`src/rtl/pipeline_hazard_controller.sv`:
```
// pipeline_hazard_controller: central stall/flush sequencer for the 5-stage core.
// Resolves load-use hazards, taken-branch flushes and I/D-cache miss freezes.
// Optional performance counters are built when HAZARD_PERF_COUNTERS_EN is defined.
module pipeline_hazard_controller #(
  parameter int unsigned REG_ADD_WIDTH    = 5,
  parameter int unsigned D_CACHE_LW_WIDTH = 3,
  parameter int unsigned FLUSH_CYCLES     = 1
) (
  input  logic                        CLK,
  input  logic                        RST,
  input  logic [REG_ADD_WIDTH-1:0]    ID_RS1_ADDRESS,
  input  logic [REG_ADD_WIDTH-1:0]    ID_RS2_ADDRESS,
  input  logic                        ID_RS1_USED,
  input  logic                        ID_RS2_USED,
  input  logic [REG_ADD_WIDTH-1:0]    EX_RD_ADDRESS,
  input  logic                        EX_RD_WRITE_ENABLE,
  input  logic [D_CACHE_LW_WIDTH-1:0] EX_DATA_CACHE_LOAD,
  input  logic                        BRANCH_TAKEN,
  input  logic                        I_CACHE_READY,
  input  logic                        D_CACHE_READY,
  output logic                        STALL_PROGRAM_COUNTER,
  output logic                        STALL_INSTRUCTION_FETCH,
  output logic                        STALL_DECODE,
  output logic                        STALL_EXECUTION_STAGE,
  output logic                        STALL_MEMORY,
  output logic                        FLUSH_FETCH,
  output logic                        FLUSH_DECODE,
  output logic [1:0]                  CONTROLLER_STATE
`ifdef HAZARD_PERF_COUNTERS_EN
  ,
  output logic [31:0]                 PERF_LOAD_USE_COUNT,
  output logic [31:0]                 PERF_BRANCH_FLUSH_COUNT,
  output logic [31:0]                 PERF_DMISS_CYCLE_COUNT
`endif
);

  typedef enum logic [1:0] {
    S_RUN          = 2'd0,
    S_LOAD_BUBBLE  = 2'd1,
    S_BRANCH_FLUSH = 2'd2,
    S_DMISS        = 2'd3
  } state_t;

  localparam logic [2:0] FLUSH_INIT = 3'(FLUSH_CYCLES);

  state_t     state;
  state_t     state_nxt;
  state_t     eff_state;
  logic [2:0] flush_cnt;
  logic [2:0] flush_cnt_nxt;
  logic       load_use;

  // Load-use hazard: a load in EX writes a register that decode reads (x0 excluded).
  always_comb begin
    load_use = (|EX_DATA_CACHE_LOAD) && EX_RD_WRITE_ENABLE && (|EX_RD_ADDRESS) &&
               ((ID_RS1_USED && (ID_RS1_ADDRESS == EX_RD_ADDRESS)) ||
                (ID_RS2_USED && (ID_RS2_ADDRESS == EX_RD_ADDRESS)));
  end

  // DMISS remembers no pending state explicitly: the frozen flush count decides
  // whether the pipeline resumes in BRANCH_FLUSH or RUN once the data cache is ready.
  always_comb begin
    eff_state = state;
    if (state == S_DMISS) begin
      eff_state = (flush_cnt != 3'd0) ? S_BRANCH_FLUSH : S_RUN;
    end
  end

  // Prioritised stall/flush decode and next-state selection.
  always_comb begin
    STALL_PROGRAM_COUNTER   = 1'b0;
    STALL_INSTRUCTION_FETCH = 1'b0;
    STALL_DECODE            = 1'b0;
    STALL_EXECUTION_STAGE   = 1'b0;
    STALL_MEMORY            = 1'b0;
    FLUSH_FETCH             = 1'b0;
    FLUSH_DECODE            = 1'b0;
    state_nxt               = S_RUN;
    flush_cnt_nxt           = flush_cnt;
    if (RST) begin
      FLUSH_FETCH   = 1'b1;
      FLUSH_DECODE  = 1'b1;
      flush_cnt_nxt = '0;
    end else if (!D_CACHE_READY) begin
      STALL_PROGRAM_COUNTER   = 1'b1;
      STALL_INSTRUCTION_FETCH = 1'b1;
      STALL_DECODE            = 1'b1;
      STALL_EXECUTION_STAGE   = 1'b1;
      STALL_MEMORY            = 1'b1;
      state_nxt               = S_DMISS;
    end else if (BRANCH_TAKEN) begin
      FLUSH_FETCH   = 1'b1;
      FLUSH_DECODE  = 1'b1;
      flush_cnt_nxt = FLUSH_INIT;
      state_nxt     = (FLUSH_CYCLES != 0) ? S_BRANCH_FLUSH : S_RUN;
    end else if (eff_state == S_BRANCH_FLUSH) begin
      FLUSH_FETCH   = 1'b1;
      flush_cnt_nxt = flush_cnt - 3'd1;
      state_nxt     = (flush_cnt == 3'd1) ? S_RUN : S_BRANCH_FLUSH;
    end else if (load_use && (eff_state != S_LOAD_BUBBLE)) begin
      STALL_PROGRAM_COUNTER   = 1'b1;
      STALL_INSTRUCTION_FETCH = 1'b1;
      FLUSH_DECODE            = 1'b1;
      state_nxt               = S_LOAD_BUBBLE;
    end else if (!I_CACHE_READY) begin
      STALL_PROGRAM_COUNTER = 1'b1;
      FLUSH_FETCH           = 1'b1;
    end
  end

  // State register and flush counter.
  always_ff @(posedge CLK) begin
    if (RST) begin
      state     <= S_RUN;
      flush_cnt <= '0;
    end else begin
      state     <= state_nxt;
      flush_cnt <= flush_cnt_nxt;
    end
  end

  assign CONTROLLER_STATE = state;

`ifdef HAZARD_PERF_COUNTERS_EN
  // Saturating event counters; observation only, no feedback into control.
  always_ff @(posedge CLK) begin
    if (RST) begin
      PERF_LOAD_USE_COUNT     <= '0;
      PERF_BRANCH_FLUSH_COUNT <= '0;
      PERF_DMISS_CYCLE_COUNT  <= '0;
    end else begin
      if ((state_nxt == S_LOAD_BUBBLE) && (PERF_LOAD_USE_COUNT != '1))
        PERF_LOAD_USE_COUNT <= PERF_LOAD_USE_COUNT + 32'd1;
      if (BRANCH_TAKEN && D_CACHE_READY && (PERF_BRANCH_FLUSH_COUNT != '1))
        PERF_BRANCH_FLUSH_COUNT <= PERF_BRANCH_FLUSH_COUNT + 32'd1;
      if (!D_CACHE_READY && (PERF_DMISS_CYCLE_COUNT != '1))
        PERF_DMISS_CYCLE_COUNT <= PERF_DMISS_CYCLE_COUNT + 32'd1;
    end
  end
`endif

endmodule

```
`config.mk`:
```
export PLATFORM = sky130hd
export DESIGN_NAME = pipeline_hazard_controller
export DESIGN_NICKNAME = d
export VERILOG_FILES = /design/src/rtl/pipeline_hazard_controller.sv
export SDC_FILE = /design/constraint.sdc
export NUM_CORES = 1
export LEC_CHECK = 0
export BUFFER_PORTS_ARGS = -buffer_cell sky130_fd_sc_hd__buf_4
export CORE_MARGIN = 1.5
export CORE_UTILIZATION = 35
export DETAILED_ROUTE_END_ITERATION = 8
export GPL_TIMING_DRIVEN = 1
export PLACE_DENSITY = 0.83
export SETUP_SLACK_MARGIN = 0.5
export SLEW_MARGIN = 20
export SYNTH_ARGS = -nofsm -noshare
export SYNTH_HDL_FRONTEND = slang
export SYNTH_SLANG_ARGS = --single-unit
```
`constraint.sdc`:
```
create_clock -name CLK -period 1.6 [get_ports CLK]
set_input_delay 0.08 -clock CLK [delete_from_list [all_inputs] [get_ports CLK]]
set_output_delay 0.08 -clock CLK [all_outputs]
set_load 0.01 [all_outputs]
```
==> metrics.cfg, run 1 <==
[clocking]
numCtsBuffers = 3
clock_sinks = 5
cts_buffer_depth = 2
cts_hold_buf = 0
clk_pin_slew_ns = 0.04
htree_levels = 1
clkLatencyLatePin_ns = 0.25
cts_root_buffer = clkbuf_4
cts_tree = built

[timing]
fmax_mhz = 524.2
hold_viol_final = 0
slew_headroom_pct = 74.11
period_share_pct = 119.2
slew_violations = 0
setup_viol = 4
setup_tns_ns = -0.8259
rsz0062_at_grt = true
fin_skew_ns = 0.001811
max_slew.worst_pin.slew_ns = 0.3824
fin_crit_ns = 1.908
hold_ws_ns = 0.06961
setup_slack_ns = -0.3077

[routing]
drc = 0
dr.pass1.iters = 4
drt_wl_total_um = 1343
num_vias = 595
routed_via_density = 5.085
antenna_left = 0
drt_iter0_markers = 5
wl_per_cell_um = 11.48

[final_layout]
antenna-diode-count = 0
fin_util_pct = 68.85
final_common_cell = buf_4
layout_common_cells = buf_4, xor2_1, inv_1, nor2_1
nNetsFinal = 132
final_area_um2 = 895.9
area_growth_pct = 84.06
layout-drive-gt1-share_pct = 57.84

[critical_path]
cpPeakStageDelay_ns = 0.36
reg2reg_depth = 7
ff2ff_setup_slack_ns = 0.12
critical_path_class = reg -> out
critPathArrivalTime_ns = 1.83
startpoint_type = flop
r2r-end = CONTROLLER_STATE[0]$_SDFF_PP0_
crit_family = compound AO/OA/AOI/OAI gates
crit_path_end_kind = output pin
path_max_fanout = 4
worst-path-buf-inv = 2
r2r_start = flush_cnt[1]$_SDFFE_PP0P_
cp_slowest_cell = a2111o_1
crit_chain = inv_2 > ha_4 > ha_4 > a21boi_4 > o21a_1 > a2111o_1 > o21a_1 > buf_6
worstPathRequired_ns = 1.52

[synthesis]
yosysWarnings = 0
ys_seq_elements = 5
synth_cell_types = 28
synthTopCellsByArea = dfxtp_1, xor2_1, ha_1
yosysTopAreaCellShare_pct = 20.57
synth.cell_area_um2 = 486.7
syn_avg_cell_area_um2 = 8.112
yosys.area.top_type = dfxtp_1
netlist_instances = 60
ys_seq_area_share_pct = 20.57
syn-num-nets = 89

[grt]
track_usage_pct = 18.97
antenna_found_initial = 0
grt_pass1_vias = 503
grt_max_degree = 11
overflow = 0
grt_pass1_wl_um = 2014

[die]
die_h_um = 40.29
num_io_pins = 35
initial_core_util_pct = 37.40
coreArea_um2 = 1301
rows = 13
die-area_um2 = 1623
die_w_um = 40.29

[hold_path]
whs_path_depth = 2
min_path_type = in -> reg
hold_end = flush_cnt[1]$_SDFFE_PP0P_
min-delay-start = RST

[power_and_ir_drop]
power_mw = 0.5154
max-vdd-ir-drop_mv = 0.4131
cellPowerDensity_nw_per_um2 = 575.3
leakage_nw = 0.4109

[placement]
placed_area_um2 = 828.3
io_buffers = 34
dpl.hpwl_um = 1102
globalplace.congestion = 0.7366

[job]
maxCapViolCount = 0

[outcome]
violations = negative setup slack
status = finished, violations left

==> synth_stat cells <==
cell and count:
xor2_1 8, inv_1 7, dfxtp_1 5, nor2_1 5, ha_1 3, o21ai_0 3, a21oi_1 2, a2bb2oi_1 2
a31oi_1 2, buf_4 2, o21a_1 2, o22ai_1 2, xnor2_1 2, a2111o_1 1, a21boi_1 1, a21o_1 1
a311oi_1 1, a32oi_1 1, and2_0 1, clkbuf_1 1, nand2_1 1, nand2b_1 1, nor2b_1 1, nor3_1 1
nor4_1 1, nor4_2 1, o311ai_0 1, o41ai_2 1
==> power by group <==
group	internal [mW]	total [mW]	switching, mW
Clock	0.0946	0.152	0.0569
Combinational	0.131	0.224	0.0929
Sequential	0.134	0.139	0.00595
==> sequential cells by signal, summed over array words and instances (netlist names) <==
signal            cells
CONTROLLER_STATE      2
flush_cnt             3
==> worst reg2reg max path, delay by kind of cell (launching register included) <==
kind | cells | cell delay, ns
flip-flops | 1 | 0.32
buffers and inverters | 1 | 0.07
adder cells (fa/ha/maj) | 2 | 0.27
AO/OA/AOI/OAI | 4 | 0.76
==> repair_timing <==
item | in CTS | in global routing
pin swaps | 0 | 4
resized for setup | 2 | 7
setup endpoints to repair | 9 | 9
buffers inserted | 0 | 2
==> layer usage <==
metal	global-route usage, %	vias up	part of all wire (%)
li1	-	301	-
met5	0	-	0
met4	2.500	0	0
met2	34.68	22	51
met3	6.667	0	8.9
met1	21.45	272	40
==> stage by stage <==
step           instances  setup slack [ns]
4_1_cts              115           -0.3184
5_1_grt              117           -0.3753
3_3_place_gp         111          -0.02820
3_5_place_dp         111          -0.05503
6_report             117           -0.3077
2_1_floorplan         60           0.07042
==> how the worst max path moves through the flow <==
| stage | from | to | cells past startpoint |
|---|---|---|---|
| 6_report | flush_cnt[1]$_SDFFE_PP0P_ | FLUSH_FETCH | 8 |
| 5_1_grt | flush_cnt[1]$_SDFFE_PP0P_ | FLUSH_FETCH | 8 |
| 4_1_cts | flush_cnt[1]$_SDFFE_PP0P_ | FLUSH_FETCH | 8 |
| 3_5_place_dp | flush_cnt[1]$_SDFFE_PP0P_ | FLUSH_FETCH | 8 |
| 3_3_place_gp | flush_cnt[1]$_SDFFE_PP0P_ | FLUSH_FETCH | 8 |
| 2_1_floorplan | flush_cnt[1]$_SDFFE_PP0P_ | FLUSH_FETCH | 7 |
==> cells by family after synthesis <==
group	after synthesis	share of synthesized area (%)
adder cells (fa/ha/maj)	3	7.713
AO/OA/AOI/OAI	20	31.11
buffers and inverters	10	9.254
XOR/XNOR	10	18.00
flip-flops	5	20.57
AND/OR/NAND/NOR	12	13.37
==> layout make-up <==
| class | instances | area (um^2) |
|---|---|---|
| clock buffers | 4 | 26.28 |
| well taps | 15 | 18.77 |
| inverters | 7 | 26.28 |
| flip-flops and latches | 5 | 103.9 |
| multi-input cells | 45 | 401.6 |
| repair buffers | 41 | 319.1 |
| fillers | 112 | 405.4 |
No activity file was read; power rests on OpenSTA's default activity.
==> inputs of run 2 (changes only) <==
- CELL_PAD_IN_SITES_DETAIL_PLACEMENT: default -> 0
- CELL_PAD_IN_SITES_GLOBAL_PLACEMENT: default -> 1
- CORE_UTILIZATION: 35 -> 23
- PLACE_DENSITY: 0.83 -> 0.82
==> run 2 against run 1 <==
The run still ends with negative setup slack left. Highest routed layer is now met4. Routed wire length is 1.4% higher. Worst hold slack better by 0.0053 ns. Cell area is 1.3% lower. Largest power group unchanged. Setup slack better by 0.0031 ns. Total power is 3.4% lower. Utilization is 24 points lower. Combinational power is 5% lower. Fmax is 0.17% higher.
==> metrics.cfg, run 2 (synthesized netlist as in run 1, its figures left out) <==
[critical_path]
worstPathRequired_ns = 1.52  ; about the same
r2r_start = flush_cnt[1]$_SDFFE_PP0P_  ; unchanged
crit_path_end_kind = output pin  ; unchanged
path_max_fanout = 4  ; unchanged
crit_chain = inv_2 > ha_4 > ha_4 > a21boi_4 > o21a_1 > a2111o_1 > o21a_1 > buf_6  ; unchanged
ff2ff_setup_slack_ns = 0.12  ; about the same
r2r-end = CONTROLLER_STATE[0]$_SDFF_PP0_  ; unchanged
startpoint_type = flop  ; unchanged
worst-path-buf-inv = 2  ; unchanged
reg2reg_depth = 7  ; unchanged
crit_family = compound AO/OA/AOI/OAI gates  ; unchanged
cp_slowest_cell = a2111o_1  ; unchanged
cpPeakStageDelay_ns = 0.36  ; about the same
crit_start = flush_cnt[1]$_SDFFE_PP0P_  ; unchanged
critPathArrivalTime_ns = 1.82  ; was 1.83 ns
cp.depth = 8  ; unchanged
critPathCapture = FLUSH_FETCH  ; unchanged
critical_path_class = reg -> out  ; unchanged

[timing]
fin_skew_ns = 0.002655  ; was 0.001811 ns
max_slew.worst_pin.slew_ns = 0.2848  ; was 0.3824 ns
period_share_pct = 119.0  ; was 119.2%
rsz0062_at_grt = true  ; unchanged
slew_headroom_pct = 80.94  ; was 74.11%
fmax_mhz = 525.1  ; was 524.2 MHz
hold_viol_final = 0  ; unchanged
setup_slack_ns = -0.3045  ; was -0.3077 ns
setup_viol = 3  ; was 4
setup_tns_ns = -0.7916  ; was -0.8259 ns
slew_violations = 0  ; unchanged
fin_crit_ns = 1.905  ; was 1.908 ns

[routing]
wl_per_cell_um = 10.81  ; was 11.48 um
drt_wl_total_um = 1362  ; was 1343 um
antenna_left = 0  ; unchanged
drt_iter0_markers = 6  ; was 5
routed_via_density = 4.667  ; was 5.085
dr.pass1.iters = 4  ; unchanged
drc = 0  ; unchanged
num_vias = 588  ; was 595

[grt]
antenna_found_initial = 0  ; unchanged
grt_max_degree = 11  ; unchanged
grt_pass1_wl_um = 2256  ; was 2014 um
track_usage_pct = 11.98  ; was 18.97%
grt_pass1_vias = 566  ; was 503
overflow = 0  ; unchanged

[clocking]
clkLatencyLatePin_ns = 0.24  ; was 0.25 ns
cts_root_buffer = clkbuf_4  ; unchanged
clock_sinks = 5  ; unchanged
cts_buffer_depth = 2  ; unchanged
clk_pin_slew_ns = 0.04  ; about the same
cts_hold_buf = 0  ; unchanged
numCtsBuffers = 3  ; unchanged
htree_levels = 1  ; unchanged
cts_tree = built  ; unchanged

[die]
initial_core_util_pct = 24.56  ; was 37.40%
num_io_pins = 35  ; unchanged
coreArea_um2 = 1982  ; was 1301 um^2
rows = 16  ; was 13
die_w_um = 49  ; was 40.29 um
die_h_um = 49  ; was 40.29 um
die-area_um2 = 2401  ; was 1623 um^2

[final_layout]
fillerInstances = 202  ; was 112
antenna-diode-count = 0  ; unchanged
largest_register_ffs = 3  ; unchanged
area_growth_pct = 81.75  ; was 84.06%
final_common_cell = buf_4  ; unchanged
layout-drive-gt1-share_pct = 54.55  ; was 57.84%
final_area_um2 = 884.6  ; was 895.9 um^2
top_register = flush_cnt  ; unchanged
nNetsFinal = 129  ; was 132
layout_common_cells = buf_4, xor2_1, inv_1, nor2_1  ; unchanged

[power_and_ir_drop]
leakage_nw = 0.3957  ; was 0.4109 nW
power_mw = 0.4981  ; was 0.5154 mW
max-vdd-ir-drop_mv = 0.4174  ; was 0.4131 mV
cellPowerDensity_nw_per_um2 = 563.1  ; was 575.3 nW/um^2

[placement]
dpl.hpwl_um = 1110  ; was 1102 um
io_buffers = 34  ; unchanged
placed_area_um2 = 835.8  ; was 828.3 um^2
globalplace.congestion = 0.7449  ; was 0.7366

[outcome]
status = finished, violations left  ; unchanged
violations = negative setup slack  ; unchanged

[job]
maxCapViolCount = 0  ; unchanged

[hold_path]
min_path_type = in -> reg  ; unchanged

-- run 2: metal layers --
layer / wire length [um] / GRT usage [%]
met5: 0 / 0
met4: 9 / 4.286
met3: 148 / 4.908
met2: 645 / 19.86
met1: 559 / 13.81
-- run 2: what timing repair did --
action                     CTS  global route
resized for setup            5             0
setup buffers                0             0
setup endpoints to repair    9             9
pin swaps                    4             5
-- run 2: per-stage QoR --
step                      instances  setup slack, ns  hold WS, ns  util [%]
after global routing            126          -0.3751      0.08222     44.63
after global placement          122         -0.03480       0.3295     42.17
after floorplan                  60          0.07042       0.1972         -
final                           126          -0.3045      0.07493     44.63
after CTS                       126          -0.3191      0.07490     44.63
after detailed placement        122         -0.06198       0.3338     42.17
-- run 2: how the worst min path moves through the flow --
stage               depth (start not counted)     startpoint                              to
global placement                            2            RST       flush_cnt[1]$_SDFFE_PP0P_
CTS                                         2            RST       flush_cnt[1]$_SDFFE_PP0P_
floorplan                                   1  D_CACHE_READY  CONTROLLER_STATE[0]$_SDFF_PP0_
global route                                2            RST       flush_cnt[1]$_SDFFE_PP0P_
finish                                      2            RST       flush_cnt[1]$_SDFFE_PP0P_
detailed placement                          2            RST       flush_cnt[1]$_SDFFE_PP0P_
-- run 2: layout make-up --
type                    count  area, um^2  area share (%)
well taps                  27       33.78           3.819
multi-input cells          45       405.4           45.83
inverters                   7       26.28           2.970
repair buffers             38       289.0           32.67
flip-flops and latches      5       103.9           11.74
clock buffers               4       26.28           2.970
-- run 2: power by group --
| part | leakage [nW] | switching [mW] | total [mW] | internal [mW] |
|---|---|---|---|---|
| sequential | 0.0422 | 0.00619 | 0.140 | 0.134 |
| combinational | 0.339 | 0.0908 | 0.213 | 0.122 |
| clock | 0.0150 | 0.0514 | 0.146 | 0.0942 |
| total | 0.396 | 0.148 | 0.498 | 0.350 |
-- run 2: worst register-to-register path, stage by stage (launching register included) --
cell and delay [ns]:
dfxtp_2 0.31, inv_2 0.07, ha_4 0.14, ha_4 0.14, a21boi_4 0.05, o21a_1 0.20
a2111o_1 0.36, o22ai_1 0.15
